`config.mk`:
```
export PLATFORM = sky130hd
export DESIGN_NAME = apb_master_param
export DESIGN_NICKNAME = d
export VERILOG_FILES = /design/src/rtl/apb_master_param.sv
export SDC_FILE = /design/constraint.sdc
export NUM_CORES = 1
export LEC_CHECK = 0
export CAP_MARGIN = 25
export CORE_UTILIZATION = 41
export DETAILED_ROUTE_END_ITERATION = 8
export GPL_ROUTABILITY_DRIVEN = 0
export PLACE_DENSITY_LB_ADDON = 0.12
export SETUP_SLACK_MARGIN = 0.15
export SLEW_MARGIN = 0
export SYNTH_ARGS = -nofsm -noshare
export SYNTH_HDL_FRONTEND = slang
export SYNTH_SLANG_ARGS = --single-unit
export TNS_END_PERCENT = 50
```
`constraint.sdc`:
```
create_clock -name PCLK -period 1.97 [get_ports PCLK]
set_input_delay 0.197 -clock PCLK [delete_from_list [all_inputs] [get_ports PCLK]]
set_output_delay 0.197 -clock PCLK [all_outputs]
set_load 0.01 [all_outputs]
```
`src/rtl/apb_master_param.sv`:
```
// Parametrised APB4 requester: one valid/ready command in, one SETUP/ACCESS transfer out, one response back.
// Optional PREADY wait-state timeout is compiled in when APB_MASTER_TIMEOUT_EN is defined.
module apb_master_param #(
  parameter int unsigned             ADDR_WIDTH     = 9,
  parameter int unsigned             DATA_WIDTH     = 8,
  parameter logic [ADDR_WIDTH-1:0]   ADDR_LIMIT     = 'h03F,
  parameter int unsigned             TIMEOUT_CYCLES = 16
) (
  input  logic                      PCLK,
  input  logic                      PRESETn,
  input  logic                      cmd_valid,
  output logic                      cmd_ready,
  input  logic                      cmd_write,
  input  logic [ADDR_WIDTH-1:0]     cmd_addr,
  input  logic [DATA_WIDTH-1:0]     cmd_wdata,
  input  logic [DATA_WIDTH/8-1:0]   cmd_strb,
  output logic                      rsp_valid,
  output logic [DATA_WIDTH-1:0]     rsp_rdata,
  output logic                      rsp_err,
  output logic                      rsp_timeout,
  output logic                      PSEL,
  output logic                      PENABLE,
  output logic                      PWRITE,
  output logic [ADDR_WIDTH-1:0]     PADDR,
  output logic [DATA_WIDTH-1:0]     PWDATA,
  output logic [DATA_WIDTH/8-1:0]   PSTRB,
  input  logic                      PREADY,
  input  logic                      PSLVERR,
  input  logic [DATA_WIDTH-1:0]     PRDATA
);

  localparam int unsigned STRB_WIDTH = DATA_WIDTH / 8;

  // Reject illegal parameterisations at elaboration instead of building a broken bus.
  if (DATA_WIDTH == 0 || DATA_WIDTH % 8 != 0 || TIMEOUT_CYCLES < 1 || TIMEOUT_CYCLES > 255) begin : g_bad_params
    $error("apb_master_param: DATA_WIDTH must be a non-zero multiple of 8 and TIMEOUT_CYCLES in 1..255");
  end

  typedef enum logic [1:0] {S_IDLE, S_SETUP, S_ACCESS, S_RESP} state_t;

  state_t                  state, state_n;
  logic                    cmd_ready_n, rsp_valid_n, rsp_err_n, rsp_timeout_n;
  logic                    psel_n, penable_n, pwrite_n;
  logic [ADDR_WIDTH-1:0]   paddr_n;
  logic [DATA_WIDTH-1:0]   pwdata_n, rsp_rdata_n;
  logic [STRB_WIDTH-1:0]   pstrb_n;
  logic                    finish;

`ifdef APB_MASTER_TIMEOUT_EN
  localparam logic [7:0] WAIT_LAST = 8'(TIMEOUT_CYCLES - 1);
  logic [7:0] wait_cnt, wait_cnt_n;
`endif

  // NOTE: every signal gets a default before the case so no path leaves it unassigned (no latches).
  always_comb begin
    state_n       = state;
    cmd_ready_n   = cmd_ready;
    rsp_valid_n   = 1'b0;
    rsp_rdata_n   = rsp_rdata;
    rsp_err_n     = rsp_err;
    rsp_timeout_n = rsp_timeout;
    psel_n        = PSEL;
    penable_n     = PENABLE;
    pwrite_n      = PWRITE;
    paddr_n       = PADDR;
    pwdata_n      = PWDATA;
    pstrb_n       = PSTRB;
    finish        = 1'b0;
`ifdef APB_MASTER_TIMEOUT_EN
    wait_cnt_n    = wait_cnt;
`endif
    case (state)
      S_IDLE: begin
        if (cmd_valid) begin
          cmd_ready_n   = 1'b0;
          rsp_err_n     = 1'b0;
          rsp_timeout_n = 1'b0;
          if (cmd_addr > ADDR_LIMIT) begin
            state_n     = S_RESP;
            rsp_valid_n = 1'b1;
            rsp_err_n   = 1'b1;
          end else begin
            state_n  = S_SETUP;
            psel_n   = 1'b1;
            pwrite_n = cmd_write;
            paddr_n  = cmd_addr;
            pwdata_n = cmd_write ? cmd_wdata : '0;
            pstrb_n  = cmd_write ? cmd_strb : '0;
          end
        end
      end
      S_SETUP: begin
        state_n   = S_ACCESS;
        penable_n = 1'b1;
`ifdef APB_MASTER_TIMEOUT_EN
        wait_cnt_n = '0;
`endif
      end
      S_ACCESS: begin
        if (PREADY) begin
          finish    = 1'b1;
          rsp_err_n = PSLVERR;
          if (!PWRITE) rsp_rdata_n = PRDATA;
        end
`ifdef APB_MASTER_TIMEOUT_EN
        else if (wait_cnt == WAIT_LAST) begin
          finish        = 1'b1;
          rsp_err_n     = 1'b1;
          rsp_timeout_n = 1'b1;
        end else begin
          wait_cnt_n = wait_cnt + 8'd1;
        end
`endif
      end
      S_RESP: begin
        state_n       = S_IDLE;
        cmd_ready_n   = 1'b1;
        rsp_err_n     = 1'b0;
        rsp_timeout_n = 1'b0;
      end
      default: state_n = S_IDLE;
    endcase

    // Closing a bus transfer: drop the bus back to all-zero and raise the response pulse.
    if (finish) begin
      state_n     = S_RESP;
      rsp_valid_n = 1'b1;
      psel_n      = 1'b0;
      penable_n   = 1'b0;
      pwrite_n    = 1'b0;
      paddr_n     = '0;
      pwdata_n    = '0;
      pstrb_n     = '0;
    end
  end

  // NOTE: sequential state uses non-blocking assignments so all registers update from pre-edge values.
  always_ff @(posedge PCLK or negedge PRESETn) begin
    if (!PRESETn) begin
      state       <= S_IDLE;
      cmd_ready   <= 1'b1;
      rsp_valid   <= 1'b0;
      rsp_rdata   <= '0;
      rsp_err     <= 1'b0;
      rsp_timeout <= 1'b0;
      PSEL        <= 1'b0;
      PENABLE     <= 1'b0;
      PWRITE      <= 1'b0;
      PADDR       <= '0;
      PWDATA      <= '0;
      PSTRB       <= '0;
`ifdef APB_MASTER_TIMEOUT_EN
      wait_cnt    <= '0;
`endif
    end else begin
      state       <= state_n;
      cmd_ready   <= cmd_ready_n;
      rsp_valid   <= rsp_valid_n;
      rsp_rdata   <= rsp_rdata_n;
      rsp_err     <= rsp_err_n;
      rsp_timeout <= rsp_timeout_n;
      PSEL        <= psel_n;
      PENABLE     <= penable_n;
      PWRITE      <= pwrite_n;
      PADDR       <= paddr_n;
      PWDATA      <= pwdata_n;
      PSTRB       <= pstrb_n;
`ifdef APB_MASTER_TIMEOUT_EN
      wait_cnt    <= wait_cnt_n;
`endif
    end
  end

endmodule

```
# Word-level counts from Yosys, hierarchy flattened
# Index checks and enable logic that the tools add are counted.
# Widths: inputs -> output; s select.
[totals]
reg_bits = 35
out_inout_bits = 33
wordCells = 73
[op_classes]
magnitude_cmp = 1
eq_ne = 7
n_mux = 40
n_bitwise = 1
reduce_logical = 12
[ops]
columns = ["op", "n"]
rows = [
  ["$mux 8", 5],
  ["$mux 9", 4],
  ["$mux 1", 24],
  ["$gt 9x6->1 const B", 1],
  ["$reduce_and 3->1", 3],
  ["$reduce_bool 2->1", 4],
  ["$mux 2", 3],
  ["$ne 2x2->1 const B", 3],
  ["$pmux 2 s3", 1],
  ["$eq 2x2->1 const B", 2],
  ["$pmux 1 s2", 2],
  ["$reduce_and 2->1", 2],
  ["$reduce_bool 4->1", 1],
  ["$ne 3x3->1 const B", 1],
  ["$pmux 1 s3", 1],
  ["$reduce_bool 3->1", 1],
  ["$eq 2x1->1 const B", 1],
  ["$logic_not 2->1", 1],
  ["$not 1->1", 1],
]

# Longest topological paths before layout
# Gate-level depths: netlist of the first run.
[logic_depth]
word_depth = 5
depth_mapped = 5
mapped_depth_nobuf = 3

# Least setup slack after synthesis of the first run
# Ideal clock, no wire load.
[synth_timing]
path_kind = "flip-flop to flip-flop"
startpoint = "reg state[0]"
endpoint = "reg rsp_rdata[0]"
setup_ns = 0.125
arrival_time_ns = 1.364
t_required_ns = 1.845
setup_slack_ns = 0.481
stages_incl_launch_ff = 5
period_less_slack_ns = 1.489
path_cell_list = "dfrtp_1 > clkbuf_1 > nand3b_1 > nor2_2 > mux2_2"
[synth_between]
elab_chain_len = 2
[synth_rtl]
columns = ["element", "line", "text"]
rows = [
  ["start: declaration", "41", "state_t state, state_n;"],
  ["start signal: assignment", "156", "state <= state_n;"],
  ["$eq 2x2->1", "72", "case (state)"],
  ["$reduce_and 3->1 (no line)", "n/a", ""],
  ["end signal: assignment", "159", "rsp_rdata <= rsp_rdata_n;"],
  ["end: declaration", "18", "output logic [DATA_WIDTH-1:0] rsp_rdata,"],
]
# Every way passes these cells.
# A chain may end at the register's enable or synchronous reset.

# Worst setup path after layout of the first run
[layout_timing]
startpoint = "reg state[0]"
endpoint = "reg rsp_rdata[7]"
# Same word-level chain as after synthesis.

==> out/qor.txt, run 1 <==
final wirelength - 3.08 mm
crit-path max FO - 10
kind of cell adding the most delay to the critical path - simple AND/OR/NAND/NOR gates
H-Tree Level Count - 2
routed len/inst - 12.9 um
FMAX - 623 MHz
worst hold slack - 0.418 ns
row count - 21
Root Buffer - clkbuf_4
diode count - 0
#FFs+latches synth - 34
CP max stage delay - 0.48 ns
Worst R2R Setup Slack - 0.37 ns
Commonest cells post-synth - dfrtp_1, nand2_1, mux2i_1, inv_1, mux2_2
io pins - 65
clock tree buffer depth - 2
CORE AREA - 0.00336 mm^2
Worst-Margin Slew - 0.759 ns
total of max-cap violations - 0
first-pass GRT wire length - 4.51 mm
slowest library cell on the worst path - dfrtp_1
synth unique cells - 23
CP startpoint kind - register
Final Max Tran Viols - 0
CP Cell Sequence - nand3b_1, nor2_2, mux2_2
Placed Cells incl. Taps - 229
Worst Setup SP - state[0]$_DFFE_PN0P_
Layout Nets - 223
Hold Vio Cnt, Final - 0
Clk Latency, worst-skew pair - 0.32 ns
Starting Density - 42.8%
Clock Power Share - 18.1%
initial antenna violation count - 0
CTS sink count - 34
Yosys top cell area share - 57.3%
Reg clk slew, reported paths - 0.10 ns
RR Endpoint - rsp_rdata[7]$_DFFE_PN0P_
Reg power frac - 45.9%
Synth Area per Inst - 11.3 um^2
kind of end point of the critical path - register
Req. time, crit path - 2.17 ns
P_int - 1520 uW
largest net degree at the start of global routing - 35
vias in the first global route - 1031
Placed Area - 0.00208 mm^2
WS Path Type - reg2reg
switching power - 654 uW
RR Startpoint - state[0]$_DFFE_PN0P_
Synth area leader - dfrtp_1
setup_tns - 0 ns
Post-synth EDFFs - 0
antenna-violating nets left - 0
Syn Inst Count - 127
Die Y - 61.3 um
Post-CTS Setup Repair Bufs - 0
layout cell share with drive strength beyond 1 - 11.5%
Power Total - 2170 uW
CTS tree - done
DIE WIDTH - 61.3 um
Post-DP HPWL - 2.21 mm
register area share after synthesis - 59.2%
clk_skew - 0.00965 ns
ys flop type - dfrtp_1
YS warnings - 0
GRT Util Overall - 17.2%
Die Area - 0.00375 mm^2
Synth Net Count - 159
Area growth syn-to-layout - 49.4%
Slew HR - 49.4%
count leader, synth - dfrtp_1
Tcrit/Tclk final - 81.5%
worst hold path type - in2reg
RSZ-0062 raised after global routing - false
Area contributors post-synth - dfrtp_1, mux2i_1, nand2_1, mux2_2, inv_1
via count - 1132
DRC - 0
DRT Pass-1 Iters - 4
gr ovfl total - 0
Worst IR Drop VDD - 0.538 mV
clock buffer count from CTS - 5
Netlist Area Pre-Place - 0.00144 mm^2
combinational power share - 36.0%
vias per cell - 4.76
CP Depth - 3
status - finished, final reports clean
switching portion of total power - 30.1%
Post-Layout Inst Area - 0.00215 mm^2
Buf/Inv on CP - 0
ys async rst share - 100%
1st-iter DRT viols - 15
crit path to - rsp_rdata[7]$_DFFE_PN0P_
CP Data Arrival Time - 1.81 ns
Setup Viol. Count Final - 0
Pwr Density - 1010 mW/mm^2
Static Leak - 0.00106 uW
min cycle time layout - 1.60 ns
port bufs - 63
R2R depth - 3
non-filler cells in the finished layout - 238
==> stage by stage <==
step                      util [%]  worst slack (ns)
after floorplan                  -             0.481
after global placement        61.9             0.106
after detailed placement      61.9            0.0824
after CTS                     64.0             0.323
after global routing          64.0             0.269
final                         64.0             0.365
==> cell type report <==
cell class	count	area, um^2
Clock buffer	7	55.1
Clock inverter	1	5.00
Fill cell	287	1210
Inverter	9	33.8
Multi-Input combinational cell	76	505
Sequential cell	34	852
Tap cell	46	57.6
Timing Repair Buffer	65	643
==> worst min-delay path by stage <==
stage               depth (start not counted)               endpoint          from  slack (ns)
floorplan                                   0   PADDR[0]$_DFFE_PN0P_       PRESETn        -0.1
global placement                            1   PADDR[2]$_DFFE_PN0P_       PRESETn        0.29
detailed placement                          1   PADDR[2]$_DFFE_PN0P_       PRESETn        0.31
CTS                                         3   PADDR[4]$_DFFE_PN0P_   cmd_addr[4]        0.40
global route                                3  PWDATA[5]$_DFFE_PN0P_  cmd_wdata[5]        0.40
finish                                      3   PADDR[1]$_DFFE_PN0P_   cmd_addr[1]        0.42
==> what timing repair did <==
item	4_1_cts	5_1_grt
endpoints found under the hold margin	33	0
hold buffers	1	0
gates resized for setup	0	0
==> logic make-up after synthesis <==
kind of cell | after synthesis | share of synthesized area [%]
compound gates | 10 | 3.91
buf+inv | 17 | 5.73
flops | 34 | 59.2
mux | 25 | 18.2
other cells | 1 | 0.260
simple gates | 40 | 12.8
==> routing by layer <==
metal / GRT usage, % / share of wire (%)
met5: 0 / 0
met4: 9.74 / 0.49
met3: 3.78 / 4.8
met2: 28.4 / 50
met1: 20.7 / 44
==> power groups by stage <==
stage | registers [uW] | clock network (uW) | logic (uW)
3_5_place_dp | 1010 | 0 | 787
2_1_floorplan | 1040 | 0 | 323
3_3_place_gp | 1000 | 0 | 771
4_1_cts | 998 | 408 | 790
5_1_grt | 1020 | 439 | 845
6_report | 997 | 392 | 781
==> flip-flops by register name (all words and copies together) (netlist names) <==
signal and count:
PADDR 9, PWDATA 8, rsp_rdata 8, state 2, PENABLE 1, PSEL 1, PSTRB 1, PWRITE 1
cmd_ready 1, rsp_err 1, rsp_valid 1
==> cells in the final DEF (no fill, tap or decap), types with 2 or more instances in the layout <==
cell / instances
a21oi_1: 6
and3_1: 3
clkbuf_4: 5
clkdlybuf4s50_1: 62
dfrtp_1: 33
inv_1: 9
mux2_2: 9
mux2i_1: 16
nand2_1: 29
nor2_1: 2
or3_4: 2
==> worst reg2reg max path, cell delays in order, from the launching register on <==
cell and delay (ns):
dfrtp_1 0.48, nand3b_1 0.26, nor2_2 0.36, mux2_2 0.38
Power figures use the tool's default switching activity.
==> run 2, diff against run 1 <==
--- a/config.mk
+++ b/config.mk
@@ -6,7 +6,7 @@
 export NUM_CORES = 1
 export LEC_CHECK = 0
 export CAP_MARGIN = 25
-export CORE_UTILIZATION = 41
+export CORE_UTILIZATION = 37
 export DETAILED_ROUTE_END_ITERATION = 8
 export GPL_ROUTABILITY_DRIVEN = 0
 export PLACE_DENSITY_LB_ADDON = 0.12
==> constraint.sdc (replaced) <==
create_clock -name PCLK -period 1.4 [get_ports PCLK]
set_input_delay 0.14 -clock PCLK [delete_from_list [all_inputs] [get_ports PCLK]]
set_output_delay 0.14 -clock PCLK [all_outputs]
set_load 0.01 [all_outputs]
==> out/qor.txt, run 2 (same netlist as run 1, synthesis figures left out) <==
Top reg by flops - PADDR
DIE WIDTH - 64.4 um
switching power - 997 uW
kind of cell adding the most delay to the critical path - simple AND/OR/NAND/NOR gates
vias in the first global route - 1127
total of max-cap violations - 0
Regs by FF count - PADDR (9), PWDATA (8), rsp_rdata (8)
Reg power frac - 41.7%
H-Tree Level Count - 2
switching portion of total power - 30.5%
setup ws final - 0.0714 ns
first-pass GRT wire length - 5.16 mm
Tcrit/Tclk final - 94.9%
clock tree buffer depth - 2
RSZ-0062 raised after global routing - true
Power Total - 3270 uW
CORE AREA - 0.00369 mm^2
final wirelength - 3.26 mm
Die Y - 64.4 um
P_int - 2280 uW
max reg flops - 9
antenna-violating nets left - 0
most frequent cells in the layout - dlygate4sd2_1, dfrtp_1, nand2_1, clkdlybuf4s50_1, mux2i_1
row count - 22
Multi-input gate area - 581 um^2
Layout Nets - 232
vias per cell - 4.71
critical path's most frequent cell - or3_4
FMAX - 753 MHz
combinational power share - 38.3%
io pins - 65
Buf/Inv on CP - 1
CTS tree - done
setup slack at placement - -0.404 ns
worst hold slack - 0.229 ns
gr ovfl total - 0
Clock Power Share - 20.0%
Filler cells - 326
CP startpoint kind - input port
Pwr Density - 1430 mW/mm^2
status - finished, final reports clean
largest net degree at the start of global routing - 35
min cycle time layout - 1.33 ns
initial antenna violation count - 0
Placed Area - 0.00216 mm^2
post-layout util - 61.9%
clk_skew - 0.00396 ns
DRC - 0
CP max stage delay - 0.44 ns
Post-Layout Inst Area - 0.00228 mm^2
slowest library cell on the worst path - or3_4
Req. time, crit path - 1.56 ns
worst hold path type - in2async
CTS sink count - 34
layout cell share with drive strength beyond 1 - 16.0%
CP Data Arrival Time - 1.49 ns
DRT Pass-1 Iters - 4
Setup Viol. Count Final - 0
port bufs - 63
diode count - 0
via count - 1167
Worst IR Drop VDD - 0.983 mV
kind of end point of the critical path - register
Clk Latency, worst-skew pair - 0.28 ns
most common cell after layout, fill and taps aside - dlygate4sd2_1
1st-iter DRT viols - 35
Final Max Tran Viols - 0
WS Path Type - in2reg
Starting Density - 39.0%
GRT Util Overall - 16.6%
Die Area - 0.00415 mm^2
CTS Hold Buffers Added - 0
Reg clk slew, reported paths - 0.06 ns
clock buffer count from CTS - 5
Static Leak - 0.00126 uW
Root Buffer - clkbuf_8
register area - 852 um^2
Post-DP HPWL - 2.14 mm
crit-path max FO - 10
routed len/inst - 13.2 um
Hold Vio Cnt, Final - 0
Area growth syn-to-layout - 58.6%
CP Cell Sequence - clkdlybuf4s50_1, or3_4, or3_4, mux2i_1
## run 2: worst paths after layout
check                                           start  cells past startpoint                     to  slack (ns)
worst max register to register   state[1]$_DFFE_PN0P_                      3  PWDATA[3]$_DFFE_PN0P_        0.09
min in group PCLK                         cmd_addr[5]                      3   PADDR[5]$_DFFE_PN0P_        0.40
worst min register to register  cmd_ready$_DFFE_PN1P_                      2  cmd_ready$_DFFE_PN1P_        0.50
worst min-delay path                          PRESETn                      2    rsp_valid$_DFF_PN0_        0.23
max in group asynchronous                     PRESETn                      2  cmd_ready$_DFFE_PN1P_        0.93
worst max-delay path                      cmd_addr[6]                      4  PWDATA[3]$_DFFE_PN0P_        0.07
## run 2: stage by stage
step                      cells  TNS (ns)
after floorplan             127   -0.0883
after CTS                   247         0
after global routing        248         0
after global placement      237     -8.19
after detailed placement    237     -8.82
final                       248         0
## run 2: area by class of cell
class / count / share of cell area, %
multi-input cells: 78 / 25.4
clock buffers: 7 / 3.34
inverters: 9 / 1.48
repair buffers: 72 / 29.8
well taps: 48 / 2.63
flip-flops and latches: 34 / 37.3
## run 2: what timing repair did
item	4_1_cts	5_1_grt
pin swaps	2	1
resized for setup	43	3
cloned	1	1
setup buffers	2	0
endpoints found under the setup margin	60	28
## run 2: power groups by stage
| stage | registers [uW] | logic (uW) | clock network (uW) |
|---|---|---|---|
| 3_5_place_dp | 1390 | 1240 | 0 |
| 3_3_place_gp | 1370 | 1210 | 0 |
| 5_1_grt | 1400 | 1360 | 724 |
| 6_report | 1360 | 1260 | 655 |
| 4_1_cts | 1360 | 1260 | 679 |
| 2_1_floorplan | 1470 | 508 | 0 |
## run 2: per-layer routing
| layer | routed length (um) | global-route usage [%] |
|---|---|---|
| met5 | 0 | 0 |
| met4 | 46 | 6.67 |
| met3 | 227 | 6.07 |
| met2 | 1560 | 25.4 |
| met1 | 1420 | 21.2 |
